`src/rtl/l1_mem_arbiter.sv`:
```
// -----------------------------------------------------------------------------
// l1_mem_arbiter
//   Shares the single MMU memory port between the L1 instruction cache
//   (read refills) and the L1 data cache (refills and write-throughs).
//   One requester is granted at a time. Its request is registered onto the
//   mmu_* outputs and held stable for the whole transaction. The MMU
//   completion pulse is passed straight back to the granted cache in the
//   same cycle. A transaction with no MMU response is aborted after
//   TIMEOUT_CYCLES grant cycles. Setting TIMEOUT_CYCLES to 0 disables the
//   timeout.
//
//   Optional feature macro: ARB_ROUND_ROBIN_EN
//     defined   : on simultaneous requests, the cache that did not win the
//                 previous grant wins. After reset the D-cache wins first.
//     undefined : fixed priority, the D-cache always wins conflicts.
//
// Ports
//   clk, reset_n                         clock (rising edge), async active-low reset
//   icache_req/_address                  I-cache read request, held until ready/error
//   icache_ready/_error/_data_out        I-cache completion / timeout pulses, read data
//   dcache_req/_we/_address/_data_in     D-cache request (read or write)
//   dcache_ready/_error/_data_out        D-cache completion / timeout pulses, read data
//   mmu_req/_we/_address/_data_in        registered request to the MMU
//   mmu_mem_ready/_data_out              MMU completion pulse and read data
// -----------------------------------------------------------------------------
module l1_mem_arbiter #(
    parameter int ADDR_WIDTH     = 32,
    parameter int DATA_WIDTH     = 32,
    parameter int TIMEOUT_CYCLES = 255
) (
    input  logic                  clk,
    input  logic                  reset_n,

    input  logic                  icache_req,
    input  logic [ADDR_WIDTH-1:0] icache_address,
    output logic                  icache_ready,
    output logic                  icache_error,
    output logic [DATA_WIDTH-1:0] icache_data_out,

    input  logic                  dcache_req,
    input  logic                  dcache_we,
    input  logic [ADDR_WIDTH-1:0] dcache_address,
    input  logic [DATA_WIDTH-1:0] dcache_data_in,
    output logic                  dcache_ready,
    output logic                  dcache_error,
    output logic [DATA_WIDTH-1:0] dcache_data_out,

    output logic                  mmu_req,
    output logic                  mmu_we,
    output logic [ADDR_WIDTH-1:0] mmu_address,
    output logic [DATA_WIDTH-1:0] mmu_data_in,
    input  logic                  mmu_mem_ready,
    input  logic [DATA_WIDTH-1:0] mmu_data_out
);

    // A zero-width counter is illegal, so the counter keeps one bit even when
    // the timeout is disabled.
    localparam int CNT_W = (TIMEOUT_CYCLES > 0) ? $clog2(TIMEOUT_CYCLES + 1) : 1;

    typedef enum logic [1:0] {
        IDLE    = 2'd0,
        GRANT_I = 2'd1,
        GRANT_D = 2'd2
    } state_t;

    state_t                state_q, state_d;
    logic [CNT_W-1:0]      cnt_q, cnt_d;
    logic                  mmu_req_q, mmu_req_d;
    logic                  mmu_we_q, mmu_we_d;
    logic [ADDR_WIDTH-1:0] mmu_address_q, mmu_address_d;
    logic [DATA_WIDTH-1:0] mmu_data_in_q, mmu_data_in_d;

    logic                  d_wins;
    logic                  timeout_hit;

`ifdef ARB_ROUND_ROBIN_EN
    // 0 = I-cache won the last grant, 1 = D-cache won it.
    logic                  last_grant_q, last_grant_d;

    assign d_wins = ~last_grant_q;
`else
    assign d_wins = 1'b1;
`endif

    // The counter never passes TIMEOUT_CYCLES while the timeout is enabled,
    // because the arbiter leaves GRANT at that value.
    assign timeout_hit = (TIMEOUT_CYCLES != 0) && (cnt_q == CNT_W'(TIMEOUT_CYCLES));

    // -------------------------------------------------------------------------
    // Next-state logic
    // -------------------------------------------------------------------------
    always_comb begin
        state_d       = state_q;
        cnt_d         = cnt_q;
        mmu_req_d     = mmu_req_q;
        mmu_we_d      = mmu_we_q;
        mmu_address_d = mmu_address_q;
        mmu_data_in_d = mmu_data_in_q;
`ifdef ARB_ROUND_ROBIN_EN
        last_grant_d  = last_grant_q;
`endif

        case (state_q)
            IDLE: begin
                cnt_d = '0;
                if (dcache_req && (!icache_req || d_wins)) begin
                    state_d       = GRANT_D;
                    mmu_req_d     = 1'b1;
                    mmu_we_d      = dcache_we;
                    mmu_address_d = dcache_address;
                    mmu_data_in_d = dcache_data_in;
`ifdef ARB_ROUND_ROBIN_EN
                    last_grant_d  = 1'b1;
`endif
                end else if (icache_req) begin
                    state_d       = GRANT_I;
                    mmu_req_d     = 1'b1;
                    mmu_we_d      = 1'b0;
                    mmu_address_d = icache_address;
                    mmu_data_in_d = '0;
`ifdef ARB_ROUND_ROBIN_EN
                    last_grant_d  = 1'b0;
`endif
                end else begin
                    mmu_req_d = 1'b0;
                end
            end

            GRANT_I, GRANT_D: begin
                // A completion in the timeout cycle wins over the abort.
                if (mmu_mem_ready || timeout_hit) begin
                    state_d   = IDLE;
                    mmu_req_d = 1'b0;
                end else if (cnt_q != {CNT_W{1'b1}}) begin
                    cnt_d = cnt_q + CNT_W'(1);
                end
            end

            default: begin
                state_d   = IDLE;
                mmu_req_d = 1'b0;
            end
        endcase
    end

    // -------------------------------------------------------------------------
    // State registers
    // -------------------------------------------------------------------------
    always_ff @(posedge clk or negedge reset_n) begin
        if (!reset_n) begin
            state_q       <= IDLE;
            cnt_q         <= '0;
            mmu_req_q     <= 1'b0;
            mmu_we_q      <= 1'b0;
            mmu_address_q <= '0;
            mmu_data_in_q <= '0;
        end else begin
            state_q       <= state_d;
            cnt_q         <= cnt_d;
            mmu_req_q     <= mmu_req_d;
            mmu_we_q      <= mmu_we_d;
            mmu_address_q <= mmu_address_d;
            mmu_data_in_q <= mmu_data_in_d;
        end
    end

`ifdef ARB_ROUND_ROBIN_EN
    always_ff @(posedge clk or negedge reset_n) begin
        if (!reset_n) begin
            last_grant_q <= 1'b0;
        end else begin
            last_grant_q <= last_grant_d;
        end
    end
`endif

    // -------------------------------------------------------------------------
    // Outputs: MMU request is registered; the completion path back to the
    // caches is combinational so the data arrives in the MMU ready cycle.
    // -------------------------------------------------------------------------
    assign mmu_req     = mmu_req_q;
    assign mmu_we      = mmu_we_q;
    assign mmu_address = mmu_address_q;
    assign mmu_data_in = mmu_data_in_q;

    assign icache_ready    = (state_q == GRANT_I) && mmu_mem_ready;
    assign icache_error    = (state_q == GRANT_I) && !mmu_mem_ready && timeout_hit;
    assign icache_data_out = icache_ready ? mmu_data_out : '0;

    assign dcache_ready    = (state_q == GRANT_D) && mmu_mem_ready;
    assign dcache_error    = (state_q == GRANT_D) && !mmu_mem_ready && timeout_hit;
    assign dcache_data_out = dcache_ready ? mmu_data_out : '0;

endmodule
```
`config.mk`:
```
export PLATFORM = sky130hd
export DESIGN_NAME = l1_mem_arbiter
export DESIGN_NICKNAME = d
export VERILOG_FILES = /design/src/rtl/l1_mem_arbiter.sv
export SDC_FILE = /design/constraint.sdc
export NUM_CORES = 1
export LEC_CHECK = 0
export ABC_AREA = 1
export BUFFER_PORTS_ARGS = -buffer_cell sky130_fd_sc_hd__buf_4
export CAP_MARGIN = 20
export CORE_UTILIZATION = 37
export DETAILED_ROUTE_END_ITERATION = 7
export PLACE_DENSITY = 0.76
export SYNTH_ARGS = -nofsm -noshare
export SYNTH_HDL_FRONTEND = slang
export SYNTH_SLANG_ARGS = --single-unit
export TNS_END_PERCENT = 100
```
`constraint.sdc`:
```
create_clock -name clk -period 1.49 [get_ports clk]
set_clock_uncertainty 0.15 [all_clocks]
set_input_delay 0.149 -clock clk [delete_from_list [all_inputs] [get_ports clk]]
set_output_delay 0.149 -clock clk [all_outputs]
set_load 0.01 [all_outputs]
```
==> results_dict.tcl, run 1 <==
set metrics [dict create \
    yosysUniqueCellTypes 17 \
    drt-initial-drc-count 273 \
    die_area_um2 10700 \
    antenna_found_initial 0 \
    drt-total-wl_um 20100 \
    period_share_pct 127 \
    ys_seq_area_share_pct 50.1 \
    fp.dieH_um 103 \
    tightestPinTransition_ps 407 \
    pre_cts_ws_ps -270 \
    seqCellArea_um2 1900 \
    max_slew_margin_pct 72.9 \
    nFillCells 484 \
    avgSynthCellArea_um2 7.36 \
    die_width_um 103 \
    clock_sinks 76 \
    num_rows 36 \
    dp_hpwl_um 9520 \
    drive_above_1_share_pct 45.7 \
    cp_data_required_time_ps 1190 \
    vdd_ir_drop_max_mv 0.825 \
    multi_input_area_um2 1910 \
    arrival_ps 1590 \
    report.final.slew_viol_count 0 \
    worstSetupPathType "flop to output pin" \
    endpoint_kind "output pin" \
    start_util_pct 38.4 \
    place_inst 912 \
    area_growth_pct 120 \
    fmax_mhz 530 \
    clk_latency_ps 350 \
    hold_slack_ps 12.1 \
    nets 1059 \
    cp-start-kind "flop" \
    gp_congestion 0.827 \
    antenna_left 0 \
    grt-ovfl-total 0 \
    antenna_cells 0 \
    min_path_type "primary input to flop" \
    syn_nets 653 \
    hold_violations 0 \
    clk_path_buf_depth 2 \
    cts_buffers 9 \
    violations "setup timing" \
    grtUsageTotal_pct 34.2 \
    synthesis.area_um2 3790 \
    clk_pin_slew_worst_paths_ps 70 \
    wl_per_cell_um 19.0 \
    cp_max_fo 6 \
    tritoncts "yes" \
    core_area_um2 9860 \
    synth_seq_cells 76 \
    synthCells 515 \
    num_io_pins 268 \
    grt_pass1_vias 5474 \
    setup_viol 144 \
    rsz0062_at_grt "true" \
    dr_total_vias 5476 \
    layout_setup_ws_ps -396 \
    grt_pass1_wl_um 27200 \
    h-tree-depth 3 \
    ys_warn_count 0 \
    first_pass_iters 5 \
    vias_per_cell 5.17 \
    powerDensity_nw_per_um2 1580 \
    drc 0 \
    portBuffers 267 \
    p_leak_uw 0.00416 \
    reg2reg_slack_ps -250 \
    p_total_uw 13200 \
    drv_cap 0 \
    grt_max_degree 77 \
    fin_crit_ps 1890 \
    cts_root_buffer "clkbuf_8" \
    fin_cells 1059 \
    outcome "complete, but fails checks" \
]
==> through the flow <==
step | TNS [ps] | util, % | cell area (um^2)
after floorplan | 0 | - | 3800
after global placement | -2620 | 61.5 | 6070
after detailed placement | -5480 | 61.5 | 6070
after CTS | -27200 | 79.4 | 7830
after global routing | -38430 | 84.6 | 8340
final | -30820 | 84.6 | 8340
==> power by group <==
| group | leakage [uW] | internal (uW) | switching (uW) |
|---|---|---|---|
| Sequential | 0.000928 | 3040 | 659 |
| Combinational | 0.00314 | 3900 | 3980 |
| Clock | 0.0000927 | 774 | 812 |
| Total | 0.00416 | 7720 | 5450 |
==> worst paths after layout <==
path,from,end,depth (start not counted)
setup / recovery,state_q[0]$_DFFE_PN0P_,dcache_data_out[19],6
hold / removal,dcache_req,state_q[1]$_DFFE_PN0P_,3
setup reg to reg,state_q[0]$_DFFE_PN0P_,mmu_data_in[13]$_DFFE_PN0P_,8
hold reg to reg,mmu_req$_DFFE_PN0P_,mmu_req$_DFFE_PN0P_,2
max in group asynchronous,reset_n,cnt_q[1]$_DFFE_PN0P_,3
min in group asynchronous,reset_n,mmu_data_in[19]$_DFFE_PN0P_,3
==> layout by cell type, fill, tap and decap left out, types with 2 or more instances in the layout <==
cell	netlist	final
buf_4	0	249
nand2_1	131	123
dlygate4sd3_1	0	100
dfrtp_1	76	76
inv_1	80	73
buf_6	6	53
nor2_1	110	47
nor2_4	0	38
o21ai_0	37	33
a31oi_1	32	31
nor2_2	0	25
nand3_1	11	10
clkbuf_8	0	9
buf_12	0	9
inv_2	0	7
buf_8	0	6
nand2_2	1	5
o21ai_1	0	4
nand2_8	0	3
buf_16	0	3
nand2_4	0	2
ha_4	0	2
clkinv_2	0	2
clkinvlp_4	0	2
==> Yosys cell counts, drive strengths merged <==
master | number | area [um^2]
a21oi | 1 | 5.00
a31oi | 32 | 200
buf | 10 | 87.6
clkbuf | 18 | 67.6
dfrtp | 76 | 1900
ha | 4 | 50.1
inv | 80 | 300
nand2 | 132 | 498
nand3 | 11 | 55.1
nor2 | 110 | 413
nor3 | 1 | 5.00
nor3b | 1 | 7.51
o21a | 1 | 7.51
o21ai | 37 | 185
xor2 | 1 | 8.76
==> per-layer routing <==
metal | up-vias | global-route usage, % | wire length, um
met5 | - | 0 | 46
met4 | 2 | 23.8 | 1280
met3 | 109 | 8.53 | 1730
met2 | 407 | 60.3 | 10300
met1 | 2565 | 36.0 | 6770
li1 | 2393 | - | -
==> registers in the layout (all words and copies together), names as in the netlist <==
name	flops
mmu_data_in	32
mmu_req	1
cnt_q	8
mmu_we	1
mmu_address	32
state_q	2
==> worst max-delay path: stages, from the launching register on <==
cell     delay [ps]
dfrtp_1         410
inv_2           100
ha_4            180
nand2_8          90
buf_8           160
nor2_4          160
buf_6           140
==> logic make-up (layout without fill, tap and decap cells) <==
logic type | count (synthesis) | in the layout | share of synthesized area (%)
AOI/OAI and AO/OA | 71 | 71 | 10.5
buffers and inverters | 108 | 518 | 12.0
adders and majority gates | 4 | 4 | 1.32
and+or+nand+nor | 255 | 256 | 25.8
xor gates and xnor gates | 1 | 1 | 0.231
DFF | 76 | 76 | 50.1
==> cell type report <==
class	count	area share [%]
Tap cell	133	1.99
Sequential cell	76	22.8
Clock buffer	10	1.53
Timing Repair Buffer	422	46.5
Clock inverter	6	0.765
Inverter	80	3.60
Multi-Input combinational cell	332	22.9
==> timing repair <==
item / CTS / global route
buffers inserted: 11 / 6
endpoints found under the hold margin: 142 / 0
pin swaps: 7 / 8
gates cloned: 12 / 2
resized for setup: 98 / 112
hold buffers: 100 / 0
setup endpoints to repair: 140 / 144
Note: power is estimated with default switching activity, not from simulation.
==> run 2, diff against run 1 <==
--- a/config.mk
+++ b/config.mk
@@ -6,11 +6,11 @@
 export NUM_CORES = 1
 export LEC_CHECK = 0
 export ABC_AREA = 1
-export BUFFER_PORTS_ARGS = -buffer_cell sky130_fd_sc_hd__buf_4
 export CAP_MARGIN = 20
-export CORE_UTILIZATION = 37
+export CORE_AREA = 2 2 104 106
 export DETAILED_ROUTE_END_ITERATION = 7
-export PLACE_DENSITY = 0.76
+export DIE_AREA = 0 0 106 108
+export DONT_BUFFER_PORTS = 1
 export SYNTH_ARGS = -nofsm -noshare
 export SYNTH_HDL_FRONTEND = slang
 export SYNTH_SLANG_ARGS = --single-unit
==> run 2 against run 1 <==
  * Setup slack improved by 5.5 ps
  * Clock power is 7% higher
  * The flow finishes with violations (hold timing, setup timing)
  * Maximum frequency is 0.29% higher
  * Sequential share of layout area increased by 1.7 points
  * Critical path depth increased by 1
  * Clock-buffer cell count down 1
  * Combinational power is 8.6% lower
  * Largest power group unchanged
  * Final cell count decreased by 15%
  * Design area shrank 6.9%
  * Wire length fell by 9.3%
  * Global-route usage is 7.5 points lower
  * Via count down 15%
==> results_dict.tcl, run 2 (synthesis results as in run 1) <==
set metrics [dict create \
    tightestPinTransition_ps 369 \
    cp_data_required_time_ps 1190 \
    drc 0 \
    h-tree-depth 3 \
    antenna_found_initial 0 \
    rsz0062_at_grt "true" \
    vdd_ir_drop_max_mv 1.14 \
    grt_pass1_vias 4554 \
    num_io_pins 268 \
    period_share_pct 126 \
    nets 899 \
    r2r_end "mmu_address[31]$_DFFE_PN0P_" \
    placed_area_um2 4570 \
    report.final.slew_viol_count 0 \
    area_growth_pct 105 \
    reg2regPathDepth 8 \
    setup_viol 141 \
    drv_cap 0 \
    layout_setup_ws_ps -391 \
    max_slew_margin_pct 75.4 \
    path_delay_family "buffers and inverters" \
    grtUsageTotal_pct 26.7 \
    slowest_stage "dfrtp_1" \
    fin_crit_ps 1880 \
    wl_per_cell_um 20.2 \
    ctsHoldBuffers 129 \
    dr_total_vias 4673 \
    worstSetupPathType "flop to output pin" \
    clock_sinks 76 \
    final_common_cell "dlygate4sd3_1" \
    min_path_type "primary input to asynchronous set/reset pin" \
    p_leak_uw 0.00356 \
    cp_max_fo 8 \
    pre_cts_ws_ps -123 \
    violations "hold timing, setup timing" \
    max_stage_delay_ps 400 \
    dp_hpwl_um 8380 \
    gp_congestion 0.768 \
    antenna_left 0 \
    utilization_pct 75.9 \
    grt_max_degree 77 \
    fp.dieH_um 108 \
    num_rows 37 \
    cp-start-kind "flop" \
    endpoint_kind "output pin" \
    vias_per_cell 5.19 \
    clk_path_buf_depth 2 \
    portBuffers 0 \
    drt-total-wl_um 18200 \
    hold_slack_ps -683 \
    tritoncts "yes" \
    core_area_um2 10200 \
    drt-initial-drc-count 299 \
    arrival_ps 1580 \
    crit_chain "inv_2, buf_6, ha_4, nand2_8, clkbuf_16, nor2_2, buf_4" \
    grt-ovfl-total 0 \
    r2r_start "state_q[0]$_DFFE_PN0P_" \
    die_area_um2 11400 \
    nFillCells 623 \
    die_width_um 106 \
    outcome "complete, but fails checks" \
    grt_pass1_wl_um 23500 \
    first_pass_iters 5 \
    start_util_pct 37.1 \
    antenna_cells 0 \
    cts_buffers 9 \
    clk_latency_ps 350 \
    drive_above_1_share_pct 38.4 \
    cts_root_buffer "clkbuf_8" \
    fmax_mhz 532 \
    critPathBufInv 4 \
    reg2reg_slack_ps -130 \
    final_cell_mix "dlygate4sd3_1, nand2_1, dfrtp_1" \
    p_total_uw 13300 \
    clk_pin_slew_worst_paths_ps 90 \
    powerDensity_nw_per_um2 1710 \
    hold_violations 76 \
    fin_area_um2 7770 \
]
[run 2: cell count changes in the layout (fill, tap and decap cells not counted), moves of 11 or more]
| cell | previous run | this run |
|---|---|---|
| o21ai_1 | 4 | 22 |
| o21ai_0 | 33 | 1 |
| buf_4 | 249 | 53 |
| nand2_1 | 123 | 96 |
| nand2_4 | 2 | 19 |
| dlygate4sd3_1 | 100 | 128 |
| nand2_2 | 5 | 16 |
| o21ai_2 | 0 | 12 |
[run 2: worst max-delay path by stage]
| stage | from | end | slack [ps] | depth (start not counted) |
|---|---|---|---|---|
| floorplan | state_q[1]$_DFFE_PN0P_ | cnt_q[5]$_DFFE_PN0P_ | 8 | 9 |
| global placement | state_q[0]$_DFFE_PN0P_ | cnt_q[0]$_DFFE_PN0P_ | -50 | 9 |
| detailed placement | state_q[1]$_DFFE_PN0P_ | mmu_address[4]$_DFFE_PN0P_ | -120 | 6 |
| CTS | state_q[0]$_DFFE_PN0P_ | dcache_data_out[14] | -350 | 7 |
| global route | state_q[0]$_DFFE_PN0P_ | dcache_data_out[3] | -470 | 7 |
| finish | state_q[0]$_DFFE_PN0P_ | dcache_data_out[3] | -390 | 7 |
[run 2: layer usage]
layer  part of all wire [%]  vias up  wire length (um)  GRT usage, %
li1                       -     2069                 -             -
met1                     33     2205              6000          25.9
met2                     52      332              9560          50.9
met3                    9.8       67              1780          8.86
met4                    4.8        0               871          12.9
met5                      0        -                 0             0
[run 2: area by class of cell]
type	count	area (um^2)	share of cell area [%]
timing repair buffer	262	2920	37.6
multi-input combinational	332	2250	29.0
sequential	76	1900	24.5
inverter	80	315	4.06
tap	136	170	2.19
clock buffer	9	124	1.59
clock inverter	5	78.8	1.01
[run 2: report_power, final]
part	internal, uW	switching (uW)
sequential	3040	1320
clock	922	775
combinational	3690	3520
total	7660	5620
[run 2: what timing repair did]
action	in CTS	in global routing
cloned	11	11
endpoints found under the setup margin	144	144
pin swaps	6	13
setup buffers	14	15
endpoints found under the hold margin	144	76
resized for setup	96	226
[run 2: through the flow]
| step | cells | TNS (ps) |
|---|---|---|
| 2_1_floorplan | 515 | 0 |
| 3_3_place_gp | 714 | -1300 |
| 3_5_place_dp | 714 | -4590 |
| 4_1_cts | 881 | -26930 |
| 5_1_grt | 900 | -37270 |
| 6_report | 900 | -28190 |
